$ cat src/rtl/pwm_duty_decoder.sv
// pwm_duty_decoder: recovers duty, period error and stuck status from a PWM line (optional PWM_DUTY_AVG_EN: 4-tap duty average)
module pwm_duty_decoder #(
  parameter int CNT_W = 8,
  parameter int SYNC_STAGES = 2,
  parameter int TIMEOUT = 512
) (
  input  logic             clk,
  input  logic             rst,
  input  logic             pwm_in,
  output logic [CNT_W-1:0] duty,
  output logic             duty_valid,
  output logic             period_err,
  output logic             stuck
);
  localparam int PER_W = CNT_W + 2;
  localparam int HI_W = CNT_W + 1;
  localparam logic [PER_W-1:0] PER = PER_W'(1) << CNT_W;
  localparam logic [PER_W-1:0] TMO = PER_W'(TIMEOUT);
  localparam logic [HI_W-1:0] HI_MAX = HI_W'({CNT_W{1'b1}});
  typedef enum logic [1:0] {S_SYNC, S_MEAS, S_STUCK} state_t;
  state_t state;
  logic [SYNC_STAGES-1:0] sync;
  logic s, s_d, rise, meas_ev, tmo;
  logic [PER_W-1:0] per_cnt;
  logic [HI_W-1:0] hi_cnt;
  logic [CNT_W-1:0] meas, meas_out;
  assign s = sync[SYNC_STAGES-1];
  assign rise = s & ~s_d;
  assign meas_ev = rise && state == S_MEAS;
  assign tmo = !rise && per_cnt == TMO;
  assign meas = hi_cnt > HI_MAX ? '1 : hi_cnt[CNT_W-1:0];
  // metastability synchroniser plus one delay flop for edge detection
  always_ff @(posedge clk or posedge rst)
    if (rst) begin
      sync <= '0;
      s_d <= 1'b0;
    end else begin
      sync <= {sync[SYNC_STAGES-2:0], pwm_in};
      s_d <= s;
    end
`ifdef PWM_DUTY_AVG_EN
  logic [CNT_W-1:0] taps [4];
  logic [PER_W-1:0] sum, sum_nxt;
  logic seeded;
  assign sum_nxt = seeded ? sum - {2'b00, taps[3]} + {2'b00, meas} : {meas, 2'b00};
  assign meas_out = CNT_W'(sum_nxt >> 2);
  // moving-average taps; the first measurement after reset or stuck seeds all four
  always_ff @(posedge clk or posedge rst)
    if (rst) begin
      taps <= '{default: '0};
      sum <= '0;
      seeded <= 1'b0;
    end else if (meas_ev) begin
      taps[0] <= meas;
      taps[1] <= seeded ? taps[0] : meas;
      taps[2] <= seeded ? taps[1] : meas;
      taps[3] <= seeded ? taps[2] : meas;
      sum <= sum_nxt;
      seeded <= 1'b1;
    end else if (tmo) begin
      taps <= '{default: '0};
      sum <= '0;
      seeded <= 1'b0;
    end
`else
  assign meas_out = meas;
`endif
  // measurement FSM: counters, per-period report and stuck-line timeout
  always_ff @(posedge clk or posedge rst)
    if (rst) begin
      state <= S_SYNC;
      per_cnt <= '0;
      hi_cnt <= '0;
      duty <= '0;
      duty_valid <= 1'b0;
      period_err <= 1'b0;
      stuck <= 1'b0;
    end else begin
      duty_valid <= 1'b0;
      per_cnt <= per_cnt == TMO ? TMO : per_cnt + PER_W'(1);
      hi_cnt <= s && hi_cnt != HI_MAX ? hi_cnt + HI_W'(1) : hi_cnt;
      if (rise) begin
        per_cnt <= PER_W'(1);
        hi_cnt <= HI_W'(1);
        stuck <= 1'b0;
        state <= S_MEAS;
        if (state == S_MEAS) begin
          duty <= meas_out;
          period_err <= per_cnt != PER;
          duty_valid <= 1'b1;
        end
      end else if (tmo) begin
        per_cnt <= PER_W'(1);
        stuck <= 1'b1;
        duty <= s ? '1 : '0;
        period_err <= 1'b0;
        duty_valid <= 1'b1;
        state <= S_STUCK;
      end
    end
endmodule
$ cat config.mk
export PLATFORM = sky130hd
export DESIGN_NAME = pwm_duty_decoder
export DESIGN_NICKNAME = d
export VERILOG_FILES = /design/src/rtl/pwm_duty_decoder.sv
export SDC_FILE = /design/constraint.sdc
export NUM_CORES = 1
export LEC_CHECK = 0
export ABC_CLOCK_PERIOD_IN_PS = 4000
export CAP_MARGIN = 30
export CORE_MARGIN = 1.5
export CORE_UTILIZATION = 59
export CTS_BUF_LIST = sky130_fd_sc_hd__clkbuf_8
export CTS_CLUSTER_DIAMETER = 200
export DETAILED_ROUTE_END_ITERATION = 7
export DONT_BUFFER_PORTS = 1
export GPL_TIMING_DRIVEN = 0
export HOLD_SLACK_MARGIN = 0.08
export PLACE_DENSITY = 0.73
export REMOVE_ABC_BUFFERS = 1
export SYNTH_ARGS = -nofsm -noshare
export SYNTH_HDL_FRONTEND = slang
export SYNTH_SLANG_ARGS = --single-unit
export TNS_END_PERCENT = 10
$ cat constraint.sdc
create_clock -name clk -period 4 [get_ports clk]
set_clock_uncertainty 0.15 [all_clocks]
set_input_delay 0.8 -clock clk [delete_from_list [all_inputs] [get_ports clk]]
set_output_delay 0.8 -clock clk [all_outputs]
set_load 0.005 [all_outputs]
---- Word level (Yosys, flattened, before mapping) ----
Cells that the tools add are included.
storage, ports and cells
  register bits after elaboration ......... 35
  bits of input ports ..................... 3
  output and inout bits ................... 11
  logic and storage cells ................. 45
operators by class
  $add $sub $neg .......................... 2
  $lt $le $gt $ge ......................... 1
  equal/unequal tests ..................... 5
  multiplexer cells ....................... 20
  bitwise operators ....................... 2
  reduce and logical (&&, ||, !) cells .... 6
operator list
  kind                     count
  $mux W8                  5
  $mux W10                 3
  $mux W9                  2
  $add A10 B1 Y10 const B  1
  $eq A10 B10 Y1 const B   1
  $ne A10 B9 Y1 const B    1
  $add A9 B1 Y9 const B    1
  $gt A9 B8 Y1 const B     1
  $ne A9 B8 Y1 const B     1
  $mux W1                  8
  $mux W2                  2
  $reduce_bool A2 Y1       2
  $eq A2 B1 Y1 const B     1
  $logic_and A1 B1 Y1      2
  $ne A2 B1 Y1 const B     1
  $reduce_and A2 Y1        1
  $and A1 B1 Y1            1
  $logic_not A1 Y1         1
  $not A1 Y1               1

---- Logic depth before layout (Yosys ltp) ----
Gate-level depths: netlist (run 1).
  depth in word-level cells ............... 6
  gate-level depth with buffers ........... 8
  depth with buffers taken out ............ 8

---- Least setup slack after synthesis (run 1) ----
Ideal clock, no wire load.
  path type ............................... register to register
  from .................................... reg per_cnt[0]
  to ...................................... reg duty[0]
  setup time .............................. 125 ps
  arrival ................................. 1721 ps
  data required time ...................... 3725 ps
  slack ................................... 2005 ps
  stages on the path, launching flop included .. 7
  path buffers ............................ 0
  period minus slack after synthesis ...... 1995 ps
  cells stage by stage .................... dfrtp_1 > inv_1 > ha_1 > or4b_4 > nor4_4 > nor2_2 > mux2_2
on the way
  cells in the longest elaborated chain, start to end .. 4
ends and longest elaborated chain
  item                          RTL line  RTL
  from (decl)                   24        logic [PER_W-1:0] per_cnt;
  from (signal assigned)        80        per_cnt <= per_cnt == TMO ? TMO : per_cnt + PER_W'(1);
  $eq A10 B10 Y1                30        assign tmo = !rise && per_cnt == TMO;
  $logic_and A1 B1 Y1           30
  $reduce_bool A2 Y1 (no line)  -
  $reduce_and A2 Y1 (no line)   -
  to (signal assigned)          88        duty <= meas_out;
  to (signal assigned)          95        duty <= s ? '1 : '0;
  to (decl)                     10        output logic [CNT_W-1:0] duty,
Every way passes these cells.
A chain may end at the register's enable or synchronous reset.

---- Final worst setup path (run 1) ----
  from .................................... reg sync[1]
  to ...................................... reg duty[0]
on the way
  cells in the longest elaborated chain, start to end .. 5
  elaborated cells on any way between the ends .. 9
ends and longest elaborated chain
  item                          RTL line  RTL
  from (decl)                   22        logic [SYNC_STAGES-1:0] sync;
  from (signal assigned)        38        sync <= {sync[SYNC_STAGES-2:0], pwm_in};
  $and A1 B1 Y1                 28        assign rise = s & ~s_d;
  $logic_not A1 Y1              30
  $logic_and A1 B1 Y1           30
  $reduce_bool A2 Y1 (no line)  -
  $reduce_and A2 Y1 (no line)   -
Parallel ways exist; a longest one is shown, timed or not. The select of a mux whose other input is x is not followed.

==> results of run 1 <==
-- worst reg2reg max path, delay by kind of cell (launching register included) --
| family | cells | cell delay, ps |
|---|---|---|
| and+or+nand+nor | 3 | 1140 |
| DFF | 1 | 600 |
| muxes | 1 | 390 |
-- flip-flops by register name, indices dropped and copies added, names as in the netlist --
register and cells:
sync 2, per_cnt 10, stuck 1, state 1, duty 8, hi_cnt 9, duty_valid 1, s_d 1
period_err 1
-- per-stage QoR --
step / setup slack [ps] / util, % / hold WS (ps) / cells
floorplan: 2005 / - / 181.2 / 155
global placement: 1688 / 64.41 / 183.6 / 185
detailed placement: 1655 / 65.52 / 188.1 / 186
CTS: 1620 / 69.17 / 203.8 / 194
global route: 1439 / 69.17 / 215.7 / 194
finish: 1619 / 69.17 / 201.9 / 194
-- final cells by class --
cell class,instances,area (sq um)
flip-flops and latches,34,850.8
clock inverters,2,8.758
fillers,186,770.7
inverters,10,37.54
repair buffers,1,27.53
multi-input cells,111,684.4
well taps,30,37.54
clock buffers,6,82.58
-- layer usage --
metal | up-vias | track usage [%] | share of wire (%)
met5 | - | 0 | 0
met4 | 0 | 8.750 | 0.97
met3 | 4 | 7.650 | 5.4
met2 | 31 | 33.13 | 44
met1 | 521 | 30.72 | 50
li1 | 545 | - | -
-- worst paths after layout --
kind                          from         end  slack, ps  cells past startpoint
min in group asynchronous      rst  per_cnt[2]        350                      1
setup / recovery           sync[1]     duty[0]       1620                      4
setup reg to reg           sync[1]     duty[0]       1620                      4
hold reg to reg            sync[0]     sync[1]        200                      0
hold / removal             sync[0]     sync[1]        200                      0
max in group asynchronous      rst   hi_cnt[8]       2840                      2
-- power by group --
group,total (mW),internal (mW),switching (mW)
Sequential,0.420,0.379,0.0410
Clock,0.252,0.136,0.116
Combinational,0.0967,0.0460,0.0507
-- kinds of logic (layout without fill, tap and decap cells) --
logic type,Yosys count,in the layout,synth area share (%)
compound gates,24,24,10.06
xor+xnor,12,12,6.651
fa+ha+maj,4,4,3.167
buf+inv,12,19,2.851
flops,34,34,53.84
mux,3,3,2.138
simple gates,68,68,21.30
-- cell usage after synthesis (all sizes together), types with 2 or more instances --
cell / n / area share, %
a21oi: 9 / 2.9
and3: 3 / 1.2
or3: 3 / 1.5
nand3: 5 / 1.6
nor3: 4 / 1.3
clkbuf: 2 / 0.48
nor4: 2 / 1.7
a22o: 2 / 1.1
mux2: 3 / 2.1
inv: 10 / 2.4
o2bb2ai: 5 / 2.8
dfrtp: 34 / 54
nor2: 20 / 4.9
o21ai: 4 / 1.3
ha: 4 / 3.2
xnor2: 8 / 4.4
xor2: 4 / 2.2
nor2b: 3 / 1.2
nand2: 24 / 5.7
==> impl_metrics.csv, run 1 <==
group,metric,value,unit
sta,fin_crit_sh,59.52,%
route,drc,0,
placement,port_buffers,0,
final_layout,drive_gt1_share,9.146,%
die,core-area,0.002500,sq mm
synth,synth_top_flop_cell,"dfrtp_1",
clock_tree,clock_sinks,34,
critical_path,critical_path.top_delay_family,"simple AND/OR/NAND/NOR gates",
die,ios,14,
global_routing,antenna_found_initial,0,
global_routing,grt_pass1_wl,4.678,mm
final_layout,fin_nets,170,
synth,synthCells,157,
clock_tree,cts_resized,0,
power,p_leak,0.7779,nW
clock_tree,clock_latency,280,ps
synth,synthArstFlopShare,100.0,%
critical_path,path_buf_inv,0,
clock_tree,clkTransAtPathRegs,60,ps
status,outcome,"finished, final reports clean",
placement,dpl_cell_area,0.001638,sq mm
global_routing,grt_max_degree,20,
critical_path,path_class,"register to register",
final_layout,final_cell_mix,"dfrtp_1 (34), nand2_1 (24), nor2_1 (19)",
route,num_vias,1101,
die,die_y,54.76,um
power,total_power,0.7692,mW
route,wl,2.772,mm
die,initial_utilization,63.21,%
sta,setup-tns-final,0,ps
clock_tree,htreeDepth,2,
critical_path,slowest_stage,"nor2b_1",
sta,slew_viol_final,0,
final_layout,diodes,0,
route,wl_per_cell,14.29,um
critical_path,critPathMaxFanout,14,
critical_path,cp_slowest_stage_delay,650,ps
final_layout,areaGrowthSynthToFinish,9.422,%
synth,yosysSeqAreaShare,53.84,%
min_path,hp-class,"register to register",
clock_tree,cts_tree,"yes",
die,die_area,0.002998,sq mm
global_routing,grt_usage,22.65,%
die,die_width,54.76,um
clock_tree,cts_setup_buffers,0,
sta,rsz0062_at_grt,"false",
global_routing,grt_pass1_vias,1016,
synth,synth_area_per_cell,10.07,sq um
synth,ys_warn_count,0,
global_routing,globalRoute.totalOverflow,0,
sta,fin_crit,2381,ps
placement,dp_hpwl,2.024,mm
sta,final_hold_viol_count,0,
synth,synth_cell_types,30,
sta,worstMarginPinSlew,775.6,ps
clock_tree,cts_buffer_depth,2,
critical_path,start_kind,"register",
clock_tree,clockRootBuffer,"clkbuf_8",
critical_path,cp_data_arrival_time,2400,ps
route,first_pass_iters,5,
sta,slew_headroom,47.62,%
sta,clock.fmax,0.4201,GHz
clock_tree,postCtsHoldBufs,0,
critical_path,end_kind,"register",
final_layout,final_common_cell,"dfrtp_1",
route,via_per_inst,5.675,
final_layout,final_area,0.001729,sq mm
die,num_rows,18,
power,p_per_area,444.8,mW/mm^2
placement,place_congestion,0.8782,
route,antenna_left,0,
synth,synth-seq-cells,34,
sta,finalSetupViolations,0,
synth,synth-edff-count,0,
critical_path,required,4010,ps
critical_path,path_cells,"nor2b_1, nor4_4, nor2_2, mux2_2",
route,drt_iter0_drc,25,
clock_tree,cts_made_buffers,5,
synth,mappedNetlistArea,0.001580,sq mm
job,drv_cap,0,
power,max-vdd-ir-drop,0.0004202,V
(Power assumes the default switching activity.)
==> inputs of run 2 (changes only) <==
--- a/config.mk
+++ b/config.mk
@@ -5,7 +5,8 @@
 export SDC_FILE = /design/constraint.sdc
 export NUM_CORES = 1
 export LEC_CHECK = 0
-export ABC_CLOCK_PERIOD_IN_PS = 4000
+export ABC_AREA = 1
+export ABC_CLOCK_PERIOD_IN_PS = 2150
 export CAP_MARGIN = 30
 export CORE_MARGIN = 1.5
 export CORE_UTILIZATION = 59
@@ -15,7 +16,7 @@
 export DONT_BUFFER_PORTS = 1
 export GPL_TIMING_DRIVEN = 0
 export HOLD_SLACK_MARGIN = 0.08
-export PLACE_DENSITY = 0.73
+export PLACE_DENSITY = 0.76
 export REMOVE_ABC_BUFFERS = 1
 export SYNTH_ARGS = -nofsm -noshare
 export SYNTH_HDL_FRONTEND = slang
==> constraint.sdc (replaced) <==
create_clock -name clk -period 2.15 [get_ports clk]
set_clock_uncertainty 0.15 [all_clocks]
set_input_delay 0.43 -clock clk [delete_from_list [all_inputs] [get_ports clk]]
set_output_delay 0.43 -clock clk [all_outputs]
set_load 0.005 [all_outputs]
==> impl_metrics.csv, run 2 <==
group,metric,value,unit
synth,synth-edff-count,0,
power,p_per_area,806.1,mW/mm^2
die,initial_utilization,61.42,%
clock_tree,htreeDepth,2,
final_layout,fin_nets,209,
placement,port_buffers,0,
sta,slew_headroom,57.89,%
synth,yosysMostFrequentCell,"nand2_1",
clock_tree,clock_latency,290,ps
clock_tree,cts_tree,"yes",
sta,clock.fmax,0.5153,GHz
final_layout,reg.largest.list,"per_cnt: 10 flops, hi_cnt: 9 flops, duty: 8 flops",
synth,synthTopCellsByCount,"nand2_1 (43), dfrtp_1 (34), inv_1 (22)",
sta,final_hold_viol_count,0,
clock_tree,clock_sinks,34,
route,first_pass_iters,4,
synth,synth_cell_types,27,
global_routing,grt_pass1_vias,1310,
final_layout,final_area,0.001827,sq mm
final_layout,final_common_cell,"nand2_1",
power,max-vdd-ir-drop,0.0005590,V
sta,slew_viol_final,0,
die,ios,14,
synth,synth_top_flop_cell,"dfrtp_1",
route,wl,2.998,mm
clock_tree,cts_made_buffers,5,
sta,worstMarginPinSlew,631.0,ps
synth,synth_compound_area_share,7.675,%
synth,synthSimpleGateAreaFrac,29.66,%
status,outcome,"finished, final reports clean",
sta,finalSetupViolations,0,
sta,fin_crit_sh,90.27,%
global_routing,grt_usage,22.91,%
critical_path,path_cells,"ha_1, nand2_1, nor3_1, ha_1, inv_1, nand2_2, inv_1, nand2_1, o21ai_0, a21oi_1",
die,num_rows,19,
route,via_per_inst,5.449,
route,drt_iter0_drc,89,
critical_path,slowest_stage,"dfrtp_1",
min_path,hp-class,"register to register",
synth,synth_fa_ha_area_share,2.981,%
placement,dpl_cell_area,0.001710,sq mm
die,die_y,56.35,um
critical_path,cp_data_arrival_time,1960,ps
synth,yosysSeqAreaShare,50.67,%
global_routing,grt_pass1_wl,5.561,mm
route,drc,0,
die,die_area,0.003175,sq mm
final_layout,largest_reg_flops,10,
job,drv_cap,0,
final_layout,areaGrowthSynthToFinish,8.793,%
synth,synth-seq-cells,34,
global_routing,antenna_found_initial,0,
critical_path,critPathMaxFanout,6,
final_layout,drive_gt1_share,13.30,%
synth,synth_top_family_by_area,"simple AND/OR/NAND/NOR gates",
critical_path,path_class,"register to register",
sta,setup-tns-final,0,ps
synth,synth_mux_area_share,0,%
synth,mappedNetlistArea,0.001679,sq mm
die,die_width,56.35,um
clock_tree,clkTransAtPathRegs,60,ps
synth,synth_top_area_share,50.67,%
final_layout,fill_cells,215,
route,wl_per_cell,12.81,um
synth,yosys.area_share.xor_xnor,0.5216,%
sta,fin_crit,1941,ps
route,antenna_left,0,
synth,synthArstFlopShare,100.0,%
clock_tree,cts_buffer_depth,2,
critical_path,required,2170,ps
synth,synthCells,196,
global_routing,globalRoute.totalOverflow,0,
synth,yosys.area.top_type,"dfrtp_1",
global_routing,grt_max_degree,21,
power,p_leak,0.9345,nW
final_layout,final_cell_mix,"nand2_1 (43), dfrtp_1 (34), inv_1 (23)",
synth,synth_area_per_cell,8.567,sq um
clock_tree,clockRootBuffer,"clkbuf_8",
placement,place_congestion,0.8389,
sta,rsz0062_at_grt,"false",
final_layout,top_register,"per_cnt",
final_layout,diodes,0,
placement,dp_hpwl,2.163,mm
critical_path,start_kind,"register",
critical_path,end_kind,"register",
synth,synthTopCellsByArea,"dfrtp_1 (51%), nand2_1 (9.6%), inv_1 (4.9%)",
synth,ys_warn_count,0,
die,core-area,0.002734,sq mm
route,num_vias,1275,
critical_path,cp_slowest_stage_delay,420,ps
==> run 2: cell families after synthesis <==
logic type | after synthesis
AOI/OAI and AO/OA | 24
DFF | 34
adders and majority gates | 4
xor gates and xnor gates | 1
and+or+nand+nor | 103
buffers and inverters | 30
==> run 2: repair_timing <==
action / in CTS / in global routing
hold endpoints to repair: 15 / 0
endpoints found under the setup margin: 0 / 1
hold buffers: 2 / 0
gates resized for setup: 0 / 1
buffers inserted: 0 / 0
==> run 2: report_power, final <==
group	internal, mW	leakage (nW)	switching (mW)	total, mW
Clock	0.253	0.0524	0.221	0.474
Combinational	0.0906	0.439	0.133	0.224
Sequential	0.707	0.443	0.0677	0.775
==> run 2: metal layers <==
| metal | GRT usage, % | vias up | wire, um |
|---|---|---|---|
| met4 | 15.31 | 0 | 82 |
| met2 | 35.13 | 30 | 1359 |
| met1 | 29.29 | 596 | 1437 |
| met3 | 4.608 | 9 | 119 |
| li1 | - | 640 | - |
| met5 | 0 | - | 0 |
==> run 2: through the flow <==
stage / hold WS (ps) / total power [mW] / util, % / setup slack, ps / instances
2_1_floorplan: 181.2 / 0.9542 / - / 432.5 / 192
3_3_place_gp: 183.0 / 0.9915 / 61.56 / 300.4 / 223
3_5_place_dp: 185.6 / 1.007 / 62.56 / 178.9 / 224
4_1_cts: 201.0 / 1.488 / 66.64 / 154.3 / 234
5_1_grt: 204.3 / 1.558 / 66.82 / 5.894 / 234
6_report: 197.3 / 1.473 / 66.82 / 209.3 / 234
==> run 2: final timing paths <==
kind / startpoint / to / slack, ps / cells after the start
hold / removal: sync[0] / sync[1] / 200 / 0
min in group asynchronous: rst / duty_valid / 520 / 2
hold reg to reg: sync[0] / sync[1] / 200 / 0
setup / recovery: hi_cnt[0] / hi_cnt[2] / 210 / 10
max in group asynchronous: rst / hi_cnt[2] / 820 / 3
setup reg to reg: hi_cnt[0] / hi_cnt[2] / 210 / 10
==> run 2: layout make-up <==
| type | count | area [sq um] | share of cell area, % |
|---|---|---|---|
| multi-input cells | 132 | 690.7 | 37.81 |
| well taps | 31 | 38.79 | 2.123 |
| clock inverters | 2 | 8.758 | 0.4795 |
| flip-flops and latches | 34 | 850.8 | 46.58 |
| clock buffers | 6 | 82.58 | 4.521 |
| inverters | 26 | 107.6 | 5.890 |
| repair buffers | 3 | 47.55 | 2.603 |
==> run 2: critical path: cells and delay by family, from the launching register on <==
family          cells  cell delay [ps]
simple gates        4              340
compound gates      2              250
flops               1              420
fa+ha+maj           2              410
buf+inv             2              260
==> inputs of run 3 (changes only) <==
--- a/config.mk
+++ b/config.mk
@@ -9,14 +9,14 @@
 export ABC_CLOCK_PERIOD_IN_PS = 2150
 export CAP_MARGIN = 30
 export CORE_MARGIN = 1.5
-export CORE_UTILIZATION = 59
+export CORE_UTILIZATION = 40
 export CTS_BUF_LIST = sky130_fd_sc_hd__clkbuf_8
 export CTS_CLUSTER_DIAMETER = 200
 export DETAILED_ROUTE_END_ITERATION = 7
 export DONT_BUFFER_PORTS = 1
 export GPL_TIMING_DRIVEN = 0
 export HOLD_SLACK_MARGIN = 0.08
-export PLACE_DENSITY = 0.76
+export PLACE_DENSITY = 0.54
 export REMOVE_ABC_BUFFERS = 1
 export SYNTH_ARGS = -nofsm -noshare
 export SYNTH_HDL_FRONTEND = slang
==> impl_metrics.csv, run 3 (synthesis results as in run 2) <==
group,metric,value,unit
route,drc,0,
sta,finalSetupViolations,0,
route,drt_iter0_drc,48,
route,num_vias,1226,
die,die_y,67.79,um
die,die_width,67.79,um
die,die_area,0.004595,sq mm
route,wl_per_cell,12.11,um
route,wl,3.039,mm
clock_tree,cts_setup_buffers,0,
clock_tree,clkTransAtPathRegs,70,ps
final_layout,areaGrowthSynthToFinish,8.644,%
global_routing,grt_pass1_vias,1244,
critical_path,worstRegToRegCells,11,
power,seq_power_share,53.5,%
final_layout,drive_gt1_share,12.44,%
global_routing,grt_usage,15.70,%
min_path,hold_start,"sync[0]",
sta,fin_crit_sh,90.52,%
clock_tree,cts_resized,0,
sta,worstMarginPinSlew,798.8,ps
status,outcome,"finished, final reports clean",
placement,place_ws,226.9,ps
critical_path,critPathMaxFanout,6,
min_path,hp-class,"register to register",
min_path,holdPathStages,0,
clock_tree,clock_sinks,34,
clock_tree,cts_tree,"yes",
die,num_rows,23,
critical_path,start_kind,"register",
clock_tree,clock_latency,280,ps
final_layout,reg.largest.list,"per_cnt: 10 flops, hi_cnt: 9 flops, duty: 8 flops",
power,p_int,1.042,mW
final_layout,diodes,0,
sta,slew_viol_final,0,
placement,port_buffers,0,
clock_tree,postCtsHoldBufs,2,
job,drv_cap,0,
placement,dpl.cell_count,243,
min_path,hold_path_end,"sync[1]",
critical_path,end_kind,"register",
global_routing,grt_pass1_wl,5.313,mm
die,ios,14,
final_layout,final_common_cell,"nand2_1",
sta,clock.fmax,0.5138,GHz
power,p_leak,0.9197,nW
critical_path,path_class,"register to register",
placement,dp_hpwl,2.273,mm
final_layout,fin_nets,209,
clock_tree,htreeDepth,2,
power,power.share.clock,31.3,%
final_layout,instances_no_fill,251,
route,first_pass_iters,4,
route,antenna_left,0,
power,p_sw,0.4079,mW
critical_path,r2r_slack,200,ps
sta,fin_crit,1946,ps
power,max-vdd-ir-drop,0.0002413,V
sta,setup-tns-final,0,ps
power,p_per_area,794.6,mW/mm^2
global_routing,globalRoute.totalOverflow,0,
critical_path,r2r_start,"hi_cnt[0]",
critical_path,cp_data_arrival_time,1960,ps
placement,place_congestion,0.8558,
sta,slew_headroom,46.69,%
clock_tree,cts_buffer_depth,2,
global_routing,antenna_found_initial,0,
die,initial_utilization,41.68,%
sta,final_hold_viol_count,0,
route,via_per_inst,4.884,
sta,layout_setup_ws,203.8,ps
die,core-area,0.004029,sq mm
final_layout,final_cell_mix,"nand2_1 (43), dfrtp_1 (34), inv_1 (22)",
global_routing,grt_max_degree,22,
power,pwr-share-comb,15.2,%
final_layout,largest_reg_flops,10,
final_layout,top_register,"per_cnt",
critical_path,required,2170,ps
sta,rsz0062_at_grt,"false",
power,p_sw_share,28.14,%
clock_tree,cts_made_buffers,5,
critical_path,r2r-end,"hi_cnt[4]",
clock_tree,clockRootBuffer,"clkbuf_8",
-- run 3: cell types whose count changed in the layout (fill, tap and decap cells not counted) --
cell	change
nor3_1	+1
inv_1	-1
buf_16	-1
clkinv_2	-1
buf_8	+1
nor3_2	-1
-- run 3: power by group through the flow --
stage | Sequential, mW | Combinational (mW) | Clock (mW)
finish | 0.776 | 0.220 | 0.454
global route | 0.789 | 0.258 | 0.502
CTS | 0.777 | 0.226 | 0.475
detailed placement | 0.789 | 0.222 | 0
global placement | 0.786 | 0.214 | 0
floorplan | 0.772 | 0.183 | 0
-- run 3: worst max-delay path by stage --
stage                      endpoint  startpoint  cells past startpoint
after floorplan           hi_cnt[4]   hi_cnt[0]                     11
after global placement    hi_cnt[5]   hi_cnt[0]                      9
after detailed placement  hi_cnt[4]   hi_cnt[0]                     11
after CTS                 hi_cnt[4]   hi_cnt[0]                     11
after global routing      hi_cnt[6]   hi_cnt[3]                     12
final                     hi_cnt[4]   hi_cnt[0]                     11
-- run 3: final cells by class --
cell class	instances	area [sq um]
tap	50	62.56
sequential	34	850.8
inverter	26	107.6
fill	411	2205
timing repair buffer	3	35.03
multi-input combinational	132	685.7
clock buffer	6	82.58
-- run 3: metrics by stage --
step | power, mW | area [sq um] | hold WS, ps | utilization (%)
final | 1.450 | 1824 | 197.9 | 45.28
after global routing | 1.548 | 1824 | 224.6 | 45.28
after CTS | 1.478 | 1824 | 199.8 | 45.28
after detailed placement | 1.011 | 1722 | 184.7 | 42.73
after global placement | 0.9997 | 1707 | 181.4 | 42.36
after floorplan | 0.9542 | 1644 | 181.2 | -
-- run 3: critical path: stages (launching register included) --
cell and delay (ps):
dfrtp_1 410, ha_1 210, nand2_1 60, nor3_1 180, ha_1 180, inv_1 80
nand2_2 130, inv_1 90, nand2_1 100, nor2_1 50, a21oi_1 140, nor3_1 60
-- run 3: routing by layer --
layer	GRT usage, %	vias to the layer above	part of all wire [%]
li1	-	641	-
met1	19.92	559	51
met2	24.88	21	44
met3	3.500	5	3.8
met4	8.250	0	1.8
met5	0	-	0
